### config.mk
export PLATFORM = sky130hd
export DESIGN_NAME = pwm_encoder_flat
export DESIGN_NICKNAME = d
export VERILOG_FILES = /design/src/rtl/pwm_encoder_if.sv /design/src/rtl/pwm_encoder.sv /design/src/flat_wrapper.sv
export SDC_FILE = /design/constraint.sdc
export NUM_CORES = 1
export LEC_CHECK = 0
export ABC_CLOCK_PERIOD_IN_PS = 2600
export BUFFER_PORTS_ARGS = -buffer_cell sky130_fd_sc_hd__buf_2
export CORE_MARGIN = 4
export CORE_UTILIZATION = 40
export CTS_CLUSTER_DIAMETER = 150
export DETAILED_ROUTE_END_ITERATION = 12
export GPL_ROUTABILITY_DRIVEN = 0
export GPL_TIMING_DRIVEN = 0
export SYNTH_ARGS = -nofsm -noshare
export SYNTH_HDL_FRONTEND = slang
export SYNTH_SLANG_ARGS = --single-unit
### constraint.sdc
create_clock -name clk -period 2.6 [get_ports clk]
set_clock_uncertainty 0.05 [all_clocks]
set_input_delay 0.39 -clock clk [delete_from_list [all_inputs] [get_ports clk]]
set_output_delay 0.39 -clock clk [all_outputs]
set_load 0.01 [all_outputs]
### src/rtl/pwm_encoder_if.sv
// Duty-value handshake into the PWM encoder: the source (master) offers duty_in with
// duty_valid, and the encoder (slave) takes it when duty_ready is high.
interface pwm_encoder_if;
   logic [7:0] duty_in;
   logic       duty_valid;
   logic       duty_ready;

   modport master (output duty_in, output duty_valid, input  duty_ready);
   modport slave  (input  duty_in, input  duty_valid, output duty_ready);
endinterface

### src/rtl/pwm_encoder.sv
// PWM output stage: a duty value is held, then loaded into the shadow register at
// period boundaries only. Define PWM_CENTER_ALIGNED_EN for the up/down (510-tick) counter.
module pwm_encoder #(
   parameter int PRESCALE = 1
) (
   input  logic          clk,
   input  logic          rst,
   input  logic          en,
   pwm_encoder_if.slave  duty_if,
   output logic          pwm_out,
   output logic          period_start,
   output logic          busy
);

   localparam int PW = (PRESCALE > 1) ? $clog2(PRESCALE) : 1;
   localparam logic [PW-1:0] PRESC_MAX = PW'(PRESCALE - 1);

   typedef enum logic [1:0] {S_IDLE, S_RUN, S_STOP} state_t;

   state_t        state_q, state_d;
   logic [7:0]    cnt_q, cnt_d, cnt_nxt;
   logic [7:0]    shadow_q, shadow_d;
   logic [7:0]    hold_q, hold_d;
   logic [PW-1:0] presc_q, presc_d;
   logic          pending_q, pending_d;
   logic          pwm_q, pwm_d;
   logic          ps_q, ps_d;
   logic          tick, boundary, accept;
`ifdef PWM_CENTER_ALIGNED_EN
   logic          down_q, down_d, down_nxt;
`endif

   always_comb begin
      accept = duty_if.duty_valid && !pending_q;
      tick   = (state_q != S_IDLE) && (presc_q == PRESC_MAX);
`ifdef PWM_CENTER_ALIGNED_EN
      boundary = tick && down_q && (cnt_q == 8'd1);
      cnt_nxt  = cnt_q;
      down_nxt = down_q;
      if (tick) begin
         if (down_q) begin
            cnt_nxt = cnt_q - 8'd1;
            if (cnt_q == 8'd1) down_nxt = 1'b0;
         end else if (cnt_q == 8'hFF) begin
            cnt_nxt  = 8'd254;
            down_nxt = 1'b1;
         end else begin
            cnt_nxt = cnt_q + 8'd1;
         end
      end
`else
      boundary = tick && (cnt_q == 8'hFF);
      cnt_nxt  = tick ? cnt_q + 8'd1 : cnt_q;
`endif
   end

   always_comb begin
      state_d   = state_q;
      cnt_d     = cnt_q;
      presc_d   = presc_q;
      shadow_d  = shadow_q;
      hold_d    = hold_q;
      pending_d = pending_q;
      pwm_d     = pwm_q;
      ps_d      = 1'b0;
`ifdef PWM_CENTER_ALIGNED_EN
      down_d    = down_q;
`endif
      // accept and shadow load are exclusive: both need opposite values of pending_q
      if (accept) begin
         hold_d    = duty_if.duty_in;
         pending_d = 1'b1;
      end
      case (state_q)
         S_IDLE: begin
            cnt_d   = 8'd0;
            presc_d = '0;
            pwm_d   = 1'b0;
`ifdef PWM_CENTER_ALIGNED_EN
            down_d  = 1'b0;
`endif
            if (en) begin
               state_d = S_RUN;
               ps_d    = 1'b1;
               if (pending_q) begin
                  shadow_d  = hold_q;
                  pending_d = 1'b0;
               end
            end
         end
         S_RUN, S_STOP: begin
            presc_d = tick ? '0 : presc_q + 1'b1;
            cnt_d   = cnt_nxt;
            pwm_d   = (cnt_q < shadow_q);
`ifdef PWM_CENTER_ALIGNED_EN
            down_d  = down_nxt;
`endif
            if (boundary && pending_q) begin
               shadow_d  = hold_q;
               pending_d = 1'b0;
            end
            if (state_q == S_RUN) begin
               ps_d = boundary;
               if (!en) state_d = S_STOP;
            end else if (en) begin
               state_d = S_RUN;
            end else if (boundary) begin
               // stopping only at a boundary keeps the last period whole
               state_d = S_IDLE;
               cnt_d   = 8'd0;
               presc_d = '0;
               pwm_d   = 1'b0;
`ifdef PWM_CENTER_ALIGNED_EN
               down_d  = 1'b0;
`endif
            end
         end
         default: state_d = S_IDLE;
      endcase
   end

   always_ff @(posedge clk or negedge rst) begin
      if (!rst) begin
         state_q   <= S_IDLE;
         cnt_q     <= 8'd0;
         presc_q   <= '0;
         shadow_q  <= 8'd0;
         hold_q    <= 8'd0;
         pending_q <= 1'b0;
         pwm_q     <= 1'b0;
         ps_q      <= 1'b0;
`ifdef PWM_CENTER_ALIGNED_EN
         down_q    <= 1'b0;
`endif
      end else begin
         state_q   <= state_d;
         cnt_q     <= cnt_d;
         presc_q   <= presc_d;
         shadow_q  <= shadow_d;
         hold_q    <= hold_d;
         pending_q <= pending_d;
         pwm_q     <= pwm_d;
         ps_q      <= ps_d;
`ifdef PWM_CENTER_ALIGNED_EN
         down_q    <= down_d;
`endif
      end
   end

   assign duty_if.duty_ready = ~pending_q;
   assign pwm_out            = pwm_q;
   assign period_start       = ps_q;
   assign busy               = (state_q != S_IDLE);

endmodule

### src/flat_wrapper.sv
// flat-port wrapper written by rule: the top's interface ports become plain ports
module pwm_encoder_flat 
#(
   parameter int PRESCALE = 1
)
  (clk, rst, en, pwm_out, period_start, busy, duty_if_duty_in, duty_if_duty_valid, duty_if_duty_ready);
  pwm_encoder_if duty_if_i ();
  input  logic clk;
  input  logic rst;
  input  logic en;
  output logic pwm_out;
  output logic period_start;
  output logic busy;
  input wire logic [$bits(duty_if_i.duty_in)-1:0] duty_if_duty_in;
  input wire logic [$bits(duty_if_i.duty_valid)-1:0] duty_if_duty_valid;
  output wire logic [$bits(duty_if_i.duty_ready)-1:0] duty_if_duty_ready;
  assign duty_if_i.duty_in = duty_if_duty_in;
  assign duty_if_i.duty_valid = duty_if_duty_valid;
  assign duty_if_duty_ready = duty_if_i.duty_ready;
  pwm_encoder #(.PRESCALE(PRESCALE)) u_core (.clk(clk), .rst(rst), .en(en), .duty_if(duty_if_i), .pwm_out(pwm_out), .period_start(period_start), .busy(busy));
endmodule
==> out/metrics.yaml <==
detailed_routing:
  drcViolationCount: 0
  num_vias: 1248
  via_per_inst: 5.43
  drt-pass1-iter-count: 4
  ant_nets: 0
  wl_per_cell_um: 14.7
  drt-total-wl_mm: 3.37
  drtIter0Drc: 76
yosys:
  synth_cell_types: 35
  synth_top_area_frac: 0.456
  netlist_top_cells_count: "30 x dfrtp_1, 17 x nand2_1, 16 x mux2_2, 14 x nor2_1, 13 x inv_1"
  yosysMostFrequentCell: "dfrtp_1"
  synth_xor_area_frac: 0
  synth-compound-area-share: 0.136
  syn-num-nets: 181
  seq_area_frac_synth: 0.456
  synth_top_area_cell: "dfrtp_1"
  synth_area_sq_um: 1650
  synth_top_family_by_area: "simple AND/OR/NAND/NOR gates"
  synthArstFlopShare: 1.00
  netlist_top_cells_area: "dfrtp_1 46%, mux2_2 11%, ha_1 8.4%, nand2_1 3.9%, nor2_1 3.2%"
  ys_dominant_reg_cell: "dfrtp_1"
  synthSimpleGateAreaFrac: 0.152
  synth_mux_area_frac: 0.128
  syn_avg_cell_area_sq_um: 10.4
  synthCells: 158
  synth_edf_count: 0
  synth_fa_ha_area_frac: 0.0835
  synth_warnings: 0
  ys_ff_latch: 30
critical_path:
  cp_num_cells: 6
  crit_slowest_cell: "a211oi_4"
  path_buf_inv: 1
  endpoint: "u_core.shadow_q[7]"
  startpoint: "u_core.state_q[0]"
  rr_worst_depth: 6
  critPathCaptureType: "flop"
  r2r_setup_slack_ns: 0.24
  reg2reg_to: "u_core.shadow_q[7]"
  cpPeakStageDelay_ns: 0.51
  crit_family: "simple AND/OR/NAND/NOR gates"
  crit_chain: "inv_1 -> ha_1 -> and4bb_4 -> nand3_4 -> a211oi_4 -> mux2_2"
  path_max_fanout: 8
  worstPathRequired_ns: 2.71
  arrival_ns: 2.48
  r2r_start: "u_core.state_q[0]"
  setup.worst_path.class: "flop to flop"
  start_kind: "flop"
placed_design:
  port_buffers: 14
  hpwl_mm: 2.44
sta:
  min_period_over_period: 0.909
  slew_headroom: 0.549
  setup_viol: 0
  hold_viol_final: 0
  worst_pin_slew_ns: 0.676
  setup_tns_ns: 0
  min_period_ns: 2.36
  max_freq_ghz: 0.423
  rsz0062_at_grt: "no"
  drv_slew: 0
  timing.hold.ws_ns: 0.0902
clocking:
  cts_tree: "done"
  root_buffer: "clkbuf_8"
  cts_num_sinks: 30
  cts_setup_buffers: 0
  path_clk_slew_ns: 0.07
  cts_resized: 0
  cts_buffers: 5
  clockBufferDepth: 2
  clk_latency_ns: 0.28
  h-tree-depth: 2
  holdBufCountCts: 0
power_and_ir_drop:
  p_leak_nw: 0.878
  powerDensity_nw_per_um2: 1150
  ir_drop_v: 0.000512
layout:
  syn_to_final_growth_pct: 13.6
  drive_gt1_frac: 0.267
  final_util: 0.468
  nets: 202
  antenna_cells: 0
global_route:
  grtUsageTotal: 0.146
  grt_pass1_wl_mm: 5.81
  grt_start_max_net_pins: 31
  grt_pass1_vias: 1233
  grt.overflow.total: 0
  antenna_found_initial: 0
die:
  rows: 23
  chipWidth_um: 72.2
  die_h_um: 72.2
  coreArea_sq_um: 4000
  die-area_sq_um: 5210
  initial_core_util: 0.412
  boundaryPins: 16
worst_hold_path:
  hold_path_class: "input pin to async pin"
outcome:
  status: "completed"
job:
  drv_cap: 0
[registers in the layout (all words and copies together) (netlist names)]
name                 count
u_core.cnt_q             8
u_core.hold_q            8
u_core.shadow_q          8
u_core.state_q           2
u_core.pending_q         1
u_core.period_start      1
u_core.presc_q           1
u_core.pwm_out           1
[report_power, final]
part / switching, mW / internal, mW
logic: 0.541 / 0.455
clock network: 0.173 / 0.213
registers: 0.115 / 0.656
total: 0.829 / 1.32
[layout make-up]
type | count | area, sq um
fill | 395 | 2130
multi-input combinational | 110 | 822
sequential | 30 | 751
clock buffer | 7 | 86.3
timing repair buffer | 14 | 70.1
tap | 50 | 62.6
inverter | 13 | 48.8
buffer | 5 | 26.3
clock inverter | 1 | 5.00
[worst min path at each step]
stage	start	to	slack, ns	depth (start not counted)
finish	rst	u_core.presc_q	0.09	1
global route	rst	u_core.presc_q	0.15	1
CTS	rst	u_core.presc_q	0.12	1
detailed placement	rst	u_core.period_start	0.42	1
global placement	rst	u_core.state_q[0]	0.42	1
floorplan	rst	u_core.cnt_q[0]	0.04	0
[kinds of logic (layout without fill, tap and decap cells)]
kind of cell,Yosys count,after routing
fa+ha+maj,11,11
buf+inv,18,40
mux,19,19
compound gates,32,32
simple gates,48,48
flops,30,30
[cell usage in the layout (no fill, tap or decap), types with 2 or more instances in the layout]
cell      count
a32o_1        2
o21ai_0      10
dfrtp_1      30
clkbuf_1      4
or2_2         3
o31ai_1       3
mux2_2       16
buf_4         2
inv_1        13
nand2b_1      2
ha_1         11
buf_2        14
nand4_1       4
nand2_1      17
mux2i_1       3
a21oi_1       6
clkbuf_8      6
nor2_1       14
[per-stage QoR]
step                      area (sq um)  setup WS, ns  power (mW)  instances
after floorplan                   1650         0.549        1.52        158
after global placement            1780         0.312        1.72        222
after detailed placement          1780         0.264        1.78        222
after CTS                         1870         0.232        2.17        230
after global routing              1870         0.113        2.35        230
final                             1870         0.236        2.15        230
[metal layers]
metal	GRT usage	up-vias	part of all wire
li1	-	601	-
met1	0.173	603	0.43
met2	0.240	36	0.50
met3	0.0443	8	0.048
met4	0.0731	0	0.022
met5	0	-	0
Power figures use the tool's default switching activity.
